--- config.mk ---
export PLATFORM = sky130hd
export DESIGN_NAME = wave_sequencer
export DESIGN_NICKNAME = d
export VERILOG_FILES = /design/src/rtl/wave_sequencer.sv
export SDC_FILE = /design/constraint.sdc
export NUM_CORES = 1
export LEC_CHECK = 0
export BUFFER_PORTS_ARGS = -buffer_cell sky130_fd_sc_hd__clkbuf_2
export CAP_MARGIN = 20
export CORE_ASPECT_RATIO = 1.75
export CORE_MARGIN = 1
export CORE_UTILIZATION = 58
export DETAILED_ROUTE_END_ITERATION = 10
export GPL_ROUTABILITY_DRIVEN = 1
export PLACE_DENSITY = 0.85
export SYNTH_ARGS = -nofsm -noshare
export SYNTH_HDL_FRONTEND = slang
export SYNTH_SLANG_ARGS = --single-unit
export TNS_END_PERCENT = 50
--- constraint.sdc ---
create_clock -name i_clk -period 3.73 [get_ports i_clk]
set_input_delay 0 -clock i_clk [delete_from_list [all_inputs] [get_ports i_clk]]
set_output_delay 0 -clock i_clk [all_outputs]
set_load 0.03 [all_outputs]
--- src/rtl/wave_sequencer.sv ---
// Phase-accumulator sequencer for a note voice: gated IDLE/RUN/RELEASE phase ramp,
// three-stage fetch pipeline against external registered waveform blocks, and a config handshake.
module wave_sequencer #(
    parameter logic [15:0] DEFAULT_INCR = 16'd256,
    parameter logic [1:0]  DEFAULT_SEL  = 2'd0
) (
    input  logic        i_clk,
    input  logic        i_rst_n,
    input  logic        i_sample_tick,
    input  logic        i_gate,
    input  logic        i_cfg_valid,
    output logic        o_cfg_ready,
    input  logic [15:0] i_cfg_incr,
    input  logic [1:0]  i_cfg_sel,
    output logic [15:0] o_addr,
    output logic [1:0]  o_sel,
    input  logic [15:0] i_wave_data,
    output logic [15:0] o_sample,
    output logic        o_sample_valid,
    output logic        o_overrun
);

    typedef enum logic [1:0] {IDLE, RUN, RELEASE} state_t;

    state_t      state_q, state_d;
    logic [15:0] phase_q, phase_d;
    logic [15:0] incr_q, incr_d;
    logic [1:0]  sel_q, sel_d;
    logic [1:0]  pend_sel_q, pend_sel_d;
    logic        pend_vld_q, pend_vld_d;
    logic [1:0]  vld_pipe_q, vld_pipe_d;
    logic [1:0]  zero_pipe_q, zero_pipe_d;
    logic [15:0] sample_q, sample_d;
    logic        sample_vld_q, sample_vld_d;
    logic        overrun_q, overrun_d;

    logic        busy;
    logic        tick_acc;
    logic        cfg_acc;
    logic        tick_zero;
    logic [16:0] sum;

    assign busy     = |vld_pipe_q;
    assign tick_acc = i_sample_tick & ~busy;
    assign cfg_acc  = i_cfg_valid & o_cfg_ready;
    assign sum      = {1'b0, phase_q} + {1'b0, incr_q};

    always_comb begin
        state_d   = state_q;
        phase_d   = phase_q;
        tick_zero = 1'b0;
        case (state_q)
            IDLE: begin
                phase_d   = 16'd0;
                tick_zero = 1'b1;
                if (i_gate) state_d = RUN;
            end
            RUN: begin
                if (tick_acc) phase_d = sum[15:0];
                if (!i_gate)  state_d = RELEASE;
            end
            RELEASE: begin
                // The tick that ends the release tail is itself muted.
                if (tick_acc && (sum[16] || incr_q == 16'd0)) begin
                    phase_d   = 16'd0;
                    state_d   = IDLE;
                    tick_zero = 1'b1;
                end else begin
                    if (tick_acc) phase_d = sum[15:0];
                    if (i_gate)   state_d = RUN;
                end
            end
            default: begin
                state_d = IDLE;
                phase_d = 16'd0;
            end
        endcase
    end

    always_comb begin
        incr_d       = cfg_acc ? i_cfg_incr : incr_q;
        sel_d        = sel_q;
        pend_sel_d   = pend_sel_q;
        pend_vld_d   = pend_vld_q;
        // A select arriving with a tick must not steer that tick's fetch: park it until capture.
        if (cfg_acc && tick_acc) begin
            pend_sel_d = i_cfg_sel;
            pend_vld_d = 1'b1;
        end else if (cfg_acc) begin
            sel_d = i_cfg_sel;
        end else if (pend_vld_q && vld_pipe_q[1]) begin
            sel_d      = pend_sel_q;
            pend_vld_d = 1'b0;
        end
        vld_pipe_d   = {vld_pipe_q[0], tick_acc};
        zero_pipe_d  = {zero_pipe_q[0], tick_acc & tick_zero};
        sample_d     = sample_q;
        if (vld_pipe_q[1]) sample_d = zero_pipe_q[1] ? 16'd0 : i_wave_data;
        sample_vld_d = vld_pipe_q[1];
        overrun_d    = overrun_q | (i_sample_tick & busy);
    end

    always_ff @(posedge i_clk or negedge i_rst_n) begin
        if (!i_rst_n) begin
            state_q      <= IDLE;
            phase_q      <= 16'd0;
            incr_q       <= DEFAULT_INCR;
            sel_q        <= DEFAULT_SEL;
            pend_sel_q   <= DEFAULT_SEL;
            pend_vld_q   <= 1'b0;
            vld_pipe_q   <= 2'b00;
            zero_pipe_q  <= 2'b00;
            sample_q     <= 16'd0;
            sample_vld_q <= 1'b0;
            overrun_q    <= 1'b0;
        end else begin
            state_q      <= state_d;
            phase_q      <= phase_d;
            incr_q       <= incr_d;
            sel_q        <= sel_d;
            pend_sel_q   <= pend_sel_d;
            pend_vld_q   <= pend_vld_d;
            vld_pipe_q   <= vld_pipe_d;
            zero_pipe_q  <= zero_pipe_d;
            sample_q     <= sample_d;
            sample_vld_q <= sample_vld_d;
            overrun_q    <= overrun_d;
        end
    end

    // Ready drops the instant reset asserts, not at the next edge.
    assign o_cfg_ready    = i_rst_n & ~busy;
    assign o_addr         = phase_q;
    assign o_sel          = sel_q;
    assign o_sample       = sample_q;
    assign o_sample_valid = sample_vld_q;
    assign o_overrun      = overrun_q;

endmodule

---- Yosys cells after proc, flatten, opt, wreduce, memory -nomap -nowiden ----
Index checks and enable logic that the tools add are counted.
cells by class
  equal/unequal tests ..................... 4
  reduce and logical (&&, ||, !) cells .... 11
  mux-type cells .......................... 15
  bitwise logic cells ..................... 8
  add/sub/neg operators ................... 1
operators by type and width
  kind                  count
  $mux W16              3
  $pmux W16 S2          1
  $add A16 B16 Y17      1
  $logic_not A16 Y1     1
  $mux W2               5
  $pmux W2 S3           1
  $and A1 B1 Y1         5
  $mux W1               4
  $reduce_and A2 Y1     2
  $reduce_bool A2 Y1    2
  $logic_and A1 B1 Y1   3
  $eq A2 B1 Y1 const B  1
  $eq A2 B2 Y1 const B  1
  $logic_not A2 Y1      1
  $ne A2 B1 Y1 const B  1
  $ne A2 B2 Y1 const B  1
  $not A1 Y1            2
  $pmux W1 S2           1
  $reduce_or A2 Y1      1
  $logic_or A1 B1 Y1    1
  $or A1 B1 Y1          1
word-level totals
  output and inout port bits .............. 37
  bits in registers ....................... 61
  word-level logic and storage cells ...... 50
  input bits .............................. 39

---- Longest topological paths before layout ----
Gate-level depths: netlist (run 1).
  depth after elaboration ................. 7
  depth in mapped cells ................... 11
  mapped depth without buffers ............ 10

---- Worst setup path before layout (run 1) ----
Ideal clock, no wire load.
  path kind ............................... register to register
  start point ............................. register phase_q[0], in the netlist o_addr[0]
  end point ............................... register phase_q[15], in the netlist o_addr[15]
  stages on the path, launching flop included .. 12
  required time ........................... 3.606 ns
  library setup time ...................... 0.124 ns
  arrival ................................. 2.503 ns
  setup slack ............................. 1.102 ns
  clock period less this slack ............ 2.628 ns
  path buffers ............................ 1
  cell sequence ........................... dfrtp_1 ha_1 inv_1 fa_1 nor2b_2 o31a_2 o21ai_2 o21a_1 o311a_4 o21ai_4 buf_6 a21oi_1
on the way
  cells in the longest elaborated chain, start to end .. 5
  elaborated cells on any way between the ends .. 6
  those cells by class .................... 1 x add/sub; 3 x mux; 2 x reduce/logical
RTL lines
  item                    line  source
  start, declared         26    logic [15:0] phase_q, phase_d;
  start signal, assigned  118   phase_q <= phase_d;
  $add A16 B16 Y17 *      46    assign sum = {1'b0, phase_q} + {1'b0, incr_q};
  $logic_or A1 B1 Y1      64    if (tick_acc && (sum[16] || incr_q == 16'd0)) begin
  $logic_and A1 B1 Y1     64
  $mux W16                64
  $pmux W16 S2 *          52    case (state_q)
  named net phase_d[15]   26
The timed path passes the listed nets; every way through them passes the cells marked *.
A chain may end at the register's enable or synchronous reset.

---- Final worst setup path (run 1) ----
  start point ............................. register phase_q[0], in the netlist o_addr[0]
  end point ............................... register phase_q[8], in the netlist o_addr[8]
The elaborated chain is that of the path after synthesis.

==> impl_metrics.csv, run 1 <==
group,metric,value,unit
placed_design,numPortBuffers,75,
critical_path,cpMaxStageDelayCell,"fa_1",
synthesis,synth_edf_count,0,
global_routing,grt_pass1_vias,3029,
detailed_routing,drt_iter0_drc,115,
sta,fmax,363,MHz
die,coreArea,5300,µm²
global_routing,grt_max_degree,63,
sta,hold_ws,358,ps
critical_path,ff2ff_path_depth,10,
synthesis,synth_fp_nets,389,
detailed_routing,wl_met1,3000,µm
cts,cts_setup_buffers,0,
synthesis,yosysTopAreaCell,"dfrtp_1",
sta,setup_violations,0,
cells_and_area,syn2layout_area_growth,30.8,%
detailed_routing,via_count,2898,
critical_path,worstPathArrival,2940,ps
synthesis,seq_area_frac_synth,47.3,%
global_routing,grt_overflow,0,
synthesis,synth_area_per_cell,9.83,µm²
cts,cts-root-buf,"clkbuf_8",
sta,fin_setup_tns,0,ps
placed_design,placed_area,3660,µm²
power,p_switching,1.01,mW
critical_path,crit_start,"o_addr[0]$_DFF_PN0_",
global_routing,grt_use_total,31.2,%
critical_path,crit-reg2reg-capture,"o_addr[8]$_DFF_PN0_",
cells_and_area,drive_gt1_share,26.0,%
die,std_cell_rows,35,
synthesis,ys_top_cells_by_area,"dfrtp_1 (46%), ha_1 (7.7%), mux2_2 (5.9%)",
die,die_area,5890,µm²
power,pwr-share-clk,23.3,%
cts,hold_buffers,37,
placed_design,post-dp-hpwl,5210,µm
synthesis,syn_area,3230,µm²
detailed_routing,wl_met2,4620,µm
cts,clockBufferDepth,2,
synthesis,ys_warn_count,0,
detailed_routing,ant_nets,0,
critical_path,slowest_delay,400,ps
sta,min_period,2750,ps
synthesis,synth_top_area_share,46.4,%
synthesis,synth-seq-cells,61,
cells_and_area,diodes,0,
power,combPwrFrac,39.7,%
cts,cts_tree,"built",
synthesis,async_flop_share,100,%
critical_path,r2r_slack,980,ps
critical_path,crit_required,3920,ps
detailed_routing,dr.pass1.iters,4,
detailed_routing,route.met3.wl,436,µm
cts,clk_latency,350,ps
detailed_routing,top_layer_used,"met4",
cts,cts_resized,0,
die,die_y,101,µm
detailed_routing,drt_wl_total,8280,µm
critical_path,start_kind,"flop",
run,max_cap_violations,0,
cts,clk_pin_slew,70,ps
cells_and_area,nets,503,
placed_design,globalplace.congestion,0.923,
die,start_util,61.0,%
cts,cts_sinks,61,
cells_and_area,fin_area,4230,µm²
power,p_sw_share,39.5,%
power,ir_drop,0.000418,V
sta,worst_slew_pin_slew,1050,ps
global_routing,antenna_found_initial,0,
cts,cts_made_buffers,9,
hold_path,min_path_type,"flop to flop",
placed_design,pre_cts_slack,982,ps
critical_path,endpoint,"o_addr[8]$_DFF_PN0_",
power,leakagePower,2.02,nW
sta,hold_violations,0,
cells_and_area,fillCellCount,331,
power,intPower,1.54,mW
global_routing,grt_pass1_wl,13500,µm
sta,relSlewSlack,29.7,%
critical_path,timing.rr.start,"o_addr[0]$_DFF_PN0_",
synthesis,synthCells,329,
sta,skew,9.64,ps
detailed_routing,wl_per_cell,15.9,µm
sta,finalCritPeriodShare,73.9,%
critical_path,end_kind,"flop",
sta,final_max_slew_viol_count,0,
power,power_frac_seq,37.1,%
die,pin_count,76,
synthesis,synth_top_flop_cell,"dfrtp_1",
cts,h-tree-depth,3,
power,p_per_area,603,nW/µm²
critical_path,worstPathMaxFanout,16,
detailed_routing,vias_per_cell,5.56,
critical_path,critPathKind,"flop to flop",
detailed_routing,drc,0,
die,die_w,58.4,µm
synthesis,yosysUniqueCellTypes,47,
critical_path,cp_cell_sequence,"ha_1 > inv_1 > fa_1 > nor2b_2 > o31a_2 > o21ai_2 > o21a_1 > o311a_4 > o21ai_4 > a211oi_1",
sta,rsz0062_at_grt,"no",
sta,worst_slack,975,ps
outcome,status,"finished, final reports clean",
worst max-delay path: cells and delay by family, from the launching register on:
| family | cells | cell delay, ps |
|---|---|---|
| buffers and inverters | 1 | 70 |
| AOI/OAI and AO/OA | 6 | 1380 |
| and+or+nand+nor | 1 | 180 |
| DFF | 1 | 370 |
| adders and majority gates | 2 | 600 |
cell type report:
type	instances	area (µm²)	area share, %
Sequential cell	61	1530	36.1
Multi-Input combinational cell	229	1540	36.5
Tap cell	74	92.6	2.19
Clock inverter	4	47.5	1.12
Clock buffer	11	151	3.58
Timing Repair Buffer	114	761	18.0
Inverter	28	105	2.49
synth_stat cells (all sizes together) (2+ instances only):
library cell,number
nand3,6
a21o,3
nor3,5
xor2,4
and3,3
o221ai,2
nor2,20
nand2,40
nor4b,2
mux2i,3
nor3b,2
mux2,17
o21ai,32
o211ai,3
dfrtp,60
clkbuf,8
o21a,6
inv,28
a21oi,24
buf,3
ha,20
a211oi,7
xnor2,4
o22ai,2
nor2b,4
nor4,4
nand2b,2
cell usage in the layout, fill, tap and decap left out, types with 4 or more instances in the layout:
master         synthesis  layout
nand2_1               40      40
nand3_1                6       6
xor2_1                 4       4
o21ai_0               30      30
nor3_1                 5       5
dfrtp_1               60      60
inv_1                 28      28
clkbuf_8               0      11
dlygate4sd3_1          0      37
mux2_2                17      17
nor2_1                20      20
xnor2_1                4       4
nor4_1                 4       4
clkbuf_2               0      75
ha_1                  20      20
a21oi_1               24      24
o21a_1                 6       6
a211oi_1               7       7
worst min-delay path by stage:
stage | from | end | slack, ps | cells after the start
CTS | zero_pipe_q[0]$_DFF_PN0_ | zero_pipe_q[1]$_DFF_PN0_ | 360 | 0
global route | zero_pipe_q[0]$_DFF_PN0_ | zero_pipe_q[1]$_DFF_PN0_ | 380 | 0
finish | zero_pipe_q[0]$_DFF_PN0_ | zero_pipe_q[1]$_DFF_PN0_ | 360 | 0
floorplan | i_rst_n | incr_q[0]$_DFFE_PN0P_ | -300 | 0
detailed placement | i_cfg_incr[1] | incr_q[1]$_DFFE_PN0P_ | 210 | 3
global placement | i_wave_data[0] | o_sample[0]$_DFFE_PN0P_ | 200 | 3
power groups by stage:
| stage | registers [mW] | clock network [mW] | logic (mW) |
|---|---|---|---|
| 3_3_place_gp | 0.942 | 0 | 0.935 |
| 4_1_cts | 0.940 | 0.602 | 0.997 |
| 6_report | 0.945 | 0.593 | 1.01 |
| 2_1_floorplan | 1.08 | 0 | 0.580 |
| 5_1_grt | 0.965 | 0.629 | 1.11 |
| 3_5_place_dp | 0.951 | 0 | 0.959 |
sequential cells by signal, indices dropped and copies added, names as in the netlist:
| name | flops |
|---|---|
| incr_q | 16 |
| o_addr | 16 |
| o_overrun | 1 |
| o_sample | 16 |
| o_sample_valid | 1 |
| o_sel | 2 |
| pend_sel_q | 2 |
| pend_vld_q | 1 |
| state_q | 2 |
| vld_pipe_q | 2 |
| zero_pipe_q | 2 |
routing by layer:
layer | up-vias | track usage (%)
met2 | 102 | 57.2
li1 | 1381 | -
met5 | - | 0
met4 | 0 | 17.8
met1 | 1392 | 31.5
met3 | 23 | 6.42
through the flow:
| step | util, % | total power [mW] | cells |
|---|---|---|---|
| after floorplan | - | 1.66 | 329 |
| after global placement | 69.0 | 1.88 | 469 |
| after detailed placement | 69.0 | 1.91 | 469 |
| after CTS | 79.8 | 2.54 | 521 |
| after global routing | 79.8 | 2.71 | 521 |
| final | 79.8 | 2.55 | 521 |
cell families after synthesis:
logic type,Yosys count,share of synthesized area (%)
AOI/OAI and AO/OA,87,17.0
xor gates and xnor gates,8,2.17
adders and majority gates,21,8.36
buffers and inverters,39,5.03
DFF,61,47.3
muxes,20,6.85
and+or+nand+nor,93,13.3
Note: power is estimated with default switching activity, not from simulation.
==> run 2: changes to the inputs <==
- CORE_UTILIZATION: 58 -> 54
- PLACE_DENSITY: 0.85 -> 0.8
- clock period: 3.73 -> 2.6 ns (I/O delays scaled with it)
==> impl_metrics.csv, run 2 (synthesis results as in run 1) <==
group,metric,value,unit
die,std_cell_rows,37,
cts,cts-root-buf,"clkbuf_8",
outcome,status,"finished, final reports clean",
critical_path,cpMaxStageDelayCell,"dfrtp_1",
critical_path,cp_cell_sequence,"ha_4 > inv_2 > fa_2 > nor2b_4 > o31a_2 > o21ai_4 > o21a_1 > o311a_4 > o21ai_4 > clkbuf_16 > a21oi_1",
critical_path,start_kind,"flop",
global_routing,grt_overflow,0,
cts,cts_sinks,61,
critical_path,cpMostUsedCell,"o21ai_4",
sta,rsz0062_at_grt,"yes",
critical_path,cp_num_buf_inv,2,
detailed_routing,drt_iter0_drc,135,
detailed_routing,drc,0,
detailed_routing,dr.pass1.iters,4,
cells_and_area,finalNonFillerCells,538,
sta,worst_slew_pin_slew,1000,ps
cts,h-tree-depth,3,
cells_and_area,nets,516,
sta,setup_violations,0,
sta,hold_violations,0,
global_routing,grt_pass1_wl,13000,µm
sta,finalCritPeriodShare,99.4,%
sta,fin_setup_tns,0,ps
sta,skew,5.69,ps
power,pwr-share-clk,20.3,%
power,p_per_area,850,nW/µm²
placed_design,pre_cts_slack,23.1,ps
sta,fmax,387,MHz
detailed_routing,drt_wl_total,8250,µm
sta,hold_ws,330,ps
critical_path,end_kind,"flop",
cts,clk_latency,330,ps
global_routing,grt_pass1_vias,2990,
sta,final_max_slew_viol_count,0,
global_routing,grt_max_degree,63,
power,combPwrFrac,43.5,%
cells_and_area,final_util,74.9,%
die,die_area,6310,µm²
die,start_util,55.4,%
die,pin_count,76,
placed_design,post-dp-hpwl,5230,µm
critical_path,worstPathArrival,2790,ps
detailed_routing,wl_per_cell,15.3,µm
cts,cts_made_buffers,9,
cells_and_area,fillCellCount,397,
cts,cts_tree,"built",
power,intPower,2.25,mW
critical_path,critPathKind,"flop to flop",
critical_path,slowest_delay,420,ps
detailed_routing,ant_nets,0,
cells_and_area,multi_input_area,1570,µm²
power,p_sw_share,39.3,%
critical_path,worstPathMaxFanout,8,
cells_and_area,drive_gt1_share,28.5,%
global_routing,grt_use_total,27.3,%
critical_path,critPathTopFamily,"compound AO/OA/AOI/OAI gates",
sta,worst_slack,14.6,ps
cts,clockBufferDepth,2,
power,power_frac_seq,36.3,%
cells_and_area,final_common_cell,"clkbuf_2",
placed_design,dp.cells,478,
cts,clk_pin_slew,60,ps
cells_and_area,diodes,0,
sta,min_period,2590,ps
cells_and_area,layout_common_cells,"clkbuf_2 (75), dfrtp_1 (59), nand2_1 (40), dlygate4sd3_1 (37), o21ai_0 (30)",
sta,relSlewSlack,32.9,%
die,coreArea,5830,µm²
cells_and_area,ff_latch_area,1530,µm²
run,max_cap_violations,0,
cells_and_area,syn2layout_area_growth,35.1,%
detailed_routing,via_count,2947,
global_routing,antenna_found_initial,0,
die,die_y,104,µm
detailed_routing,vias_per_cell,5.48,
hold_path,min_path_type,"primary input to flop",
die,die_w,60.5,µm
placed_design,globalplace.congestion,0.897,
critical_path,crit_required,2810,ps
power,p_switching,1.46,mW
power,leakagePower,2.09,nW
placed_design,numPortBuffers,75,
power,ir_drop,0.000507,V
[run 2: worst reg2reg max path, stage by stage, from the launching register on]
cell and delay [ps]:
dfrtp_1 420, ha_4 170, inv_2 40, fa_2 400, nor2b_4 140, o31a_2 190, o21ai_4 60, o21a_1 240
o311a_4 340, o21ai_4 210, clkbuf_16 190, a21oi_1 40
[run 2: path summary, 6_finish.rpt]
check	start	endpoint	slack (ps)	cells past startpoint
min	i_cfg_valid	incr_q[14]$_DFFE_PN0P_	330	3
min reg2reg	zero_pipe_q[0]$_DFF_PN0_	zero_pipe_q[1]$_DFF_PN0_	350	0
max in group asynchronous	i_rst_n	o_addr[0]$_DFF_PN0_	1670	3
max reg2reg	incr_q[0]$_DFFE_PN0P_	o_addr[15]$_DFF_PN0_	10	11
max	incr_q[0]$_DFFE_PN0P_	o_addr[15]$_DFF_PN0_	10	11
min in group asynchronous	i_rst_n	o_sample[15]$_DFFE_PN0P_	380	3
[run 2: cell type report]
cell class              count  area share, %
flip-flops and latches     61           35.0
clock buffers              14           3.95
inverters                  28           2.41
well taps                  78           2.23
repair buffers            127           20.3
clock inverters             1          0.115
multi-input cells         229           35.9
[run 2: timing repair]
action / 4_1_cts / 5_1_grt
hold endpoints to repair: 99 / 0
buffers inserted: 0 / 7
endpoints found under the setup margin: 0 / 17
resized for setup: 0 / 6
hold buffers: 37 / 0
[run 2: metrics by stage]
stage | total power [mW] | instance area (µm²)
3_5_place_dp | 2.80 | 3710
4_1_cts | 3.61 | 4260
5_1_grt | 3.95 | 4370
3_3_place_gp | 2.75 | 3710
2_1_floorplan | 2.39 | 3230
6_report | 3.71 | 4370
[run 2: power groups by stage]
stage	logic [mW]	registers, mW	clock network, mW
6_report	1.61	1.35	0.752
5_1_grt	1.77	1.37	0.809
4_1_cts	1.50	1.34	0.771
3_5_place_dp	1.44	1.36	0
3_3_place_gp	1.41	1.35	0
2_1_floorplan	0.832	1.56	0
[run 2: layer usage]
| metal | vias to the layer above | global-route usage [%] | share of wire (%) |
|---|---|---|---|
| li1 | 1401 | - | - |
| met4 | 0 | 11.2 | 3.2 |
| met3 | 23 | 6.72 | 6.4 |
| met2 | 113 | 49.9 | 54 |
| met1 | 1410 | 27.6 | 37 |
| met5 | - | 0 | 0 |
==> run 3: changes to the inputs <==
- clock period: 2.6 -> 2.4 ns (I/O delays scaled with it)
==> impl_metrics.csv, run 3 (synthesis results as in run 1) <==
group,metric,value,unit
critical_path,crit_required,2640,ps
cells_and_area,final_common_cell,"clkbuf_2",
sta,rsz0062_at_grt,"yes",
cells_and_area,layout_common_cells,"clkbuf_2 (75), dfrtp_1 (58), nand2_1 (40), dlygate4sd3_1 (37), o21ai_0 (29)",
global_routing,antenna_found_initial,0,
sta,hold_violations,0,
die,coreArea,5830,µm²
global_routing,grt_pass1_vias,2914,
power,ir_drop,0.000663,V
detailed_routing,vias_per_cell,5.44,
sta,worst_slack,2.77,ps
global_routing,grt_max_degree,51,
placed_design,post-dp-hpwl,5300,µm
cells_and_area,nets,514,
hold_path,min_path_type,"primary input to async pin",
cells_and_area,drive_gt1_share,30.2,%
placed_design,pre_cts_slack,5.35,ps
detailed_routing,ant_nets,0,
cts,clockBufferDepth,2,
cts,cts_tree,"built",
die,pin_count,76,
sta,hold_ws,71.2,ps
sta,relSlewSlack,33.7,%
cts,h-tree-depth,3,
detailed_routing,via_count,2911,
detailed_routing,drt_wl_total,8350,µm
cts,clk_latency,360,ps
die,die_y,104,µm
sta,min_period,2400,ps
detailed_routing,dr.pass1.iters,4,
sta,fin_setup_tns,0,ps
critical_path,end_kind,"flop",
power,leakagePower,2.09,nW
die,start_util,55.4,%
detailed_routing,wl_per_cell,15.6,µm
global_routing,grt_pass1_wl,13000,µm
sta,final_max_slew_viol_count,0,
sta,worst_slew_pin_slew,993,ps
cts,cts_sinks,61,
sta,skew,7.79,ps
sta,setup_violations,0,
die,die_w,60.5,µm
placed_design,numPortBuffers,75,
detailed_routing,drc,0,
detailed_routing,drt_iter0_drc,147,
cts,cts_made_buffers,9,
critical_path,critPathKind,"flop to flop",
power,p_per_area,948,nW/µm²
cells_and_area,final_util,75.8,%
cells_and_area,syn2layout_area_growth,36.8,%
cells_and_area,diodes,0,
placed_design,globalplace.congestion,0.851,
outcome,status,"finished, final reports clean",
run,max_cap_violations,0,
sta,fmax,417,MHz
cts,cts-root-buf,"clkbuf_8",
cts,clk_pin_slew,60,ps
global_routing,grt_use_total,28.1,%
power,total_power,4.19,mW
sta,finalCritPeriodShare,99.9,%
critical_path,start_kind,"flop",
die,std_cell_rows,37,
critical_path,worstPathArrival,2640,ps
critical_path,worstPathMaxFanout,8,
global_routing,grt_overflow,0,
die,die_area,6310,µm²
[run 3: final timing paths]
path | startpoint | endpoint | slack [ps] | depth (start not counted)
max | incr_q[0]$_DFFE_PN0P_ | o_addr[15]$_DFF_PN0_ | 3 | 11
min | i_rst_n | o_sample[11]$_DFFE_PN0P_ | 70 | 2
max reg2reg | incr_q[0]$_DFFE_PN0P_ | o_addr[15]$_DFF_PN0_ | 3 | 11
min reg2reg | zero_pipe_q[0]$_DFF_PN0_ | zero_pipe_q[1]$_DFF_PN0_ | 350 | 0
max in group asynchronous | i_rst_n | o_addr[1]$_DFF_PN0_ | 1360 | 3
min in group i_clk | i_cfg_valid | incr_q[1]$_DFFE_PN0P_ | 320 | 5
[run 3: report_power, final]
part	internal, mW	leakage [nW]	total, mW	switching, mW
Sequential	1.27	0.766	1.47	0.192
Combinational	0.727	1.22	1.80	1.07
Clock	0.553	0.102	0.927	0.374
Total	2.55	2.09	4.19	1.64
[run 3: metrics by stage]
step / cell area (µm²) / cells
after floorplan: 3250 / 329
after global placement: 3750 / 481
after detailed placement: 3750 / 481
after CTS: 4320 / 532
after global routing: 4420 / 535
final: 4420 / 535
[run 3: layer usage]
layer	global-route usage, %	routed length [µm]	up-vias
li1	-	-	1401
met1	29.2	3140	1382
met2	51.0	4490	102
met3	6.34	406	26
met4	11.7	306	0
met5	0	0	-
[run 3: what timing repair did]
item	4_1_cts	5_1_grt
pin swaps	1	6
setup endpoints to repair	3	16
buffers inserted	0	2
cloned	0	1
hold endpoints to repair	51	0
hold buffers	37	0
gates resized for setup	0	13
[run 3: final cells by class]
class | instances | area [µm²]
clock buffer | 13 | 169
clock inverter | 1 | 30.0
fill | 406 | 1410
inverter | 28 | 105
multi-input combinational | 229 | 1620
sequential | 61 | 1530
tap | 78 | 97.6
timing repair buffer | 125 | 873
[run 3: worst max-delay path, cell delays in order (launching register included)]
cell,delay [ps]
dfrtp_1,390
ha_4,160
inv_2,30
fa_2,340
nor2b_2,140
o31a_2,180
o21ai_2,80
o21a_1,190
o311a_4,330
o21ai_4,200
clkbuf_16,200
a21oi_1,40
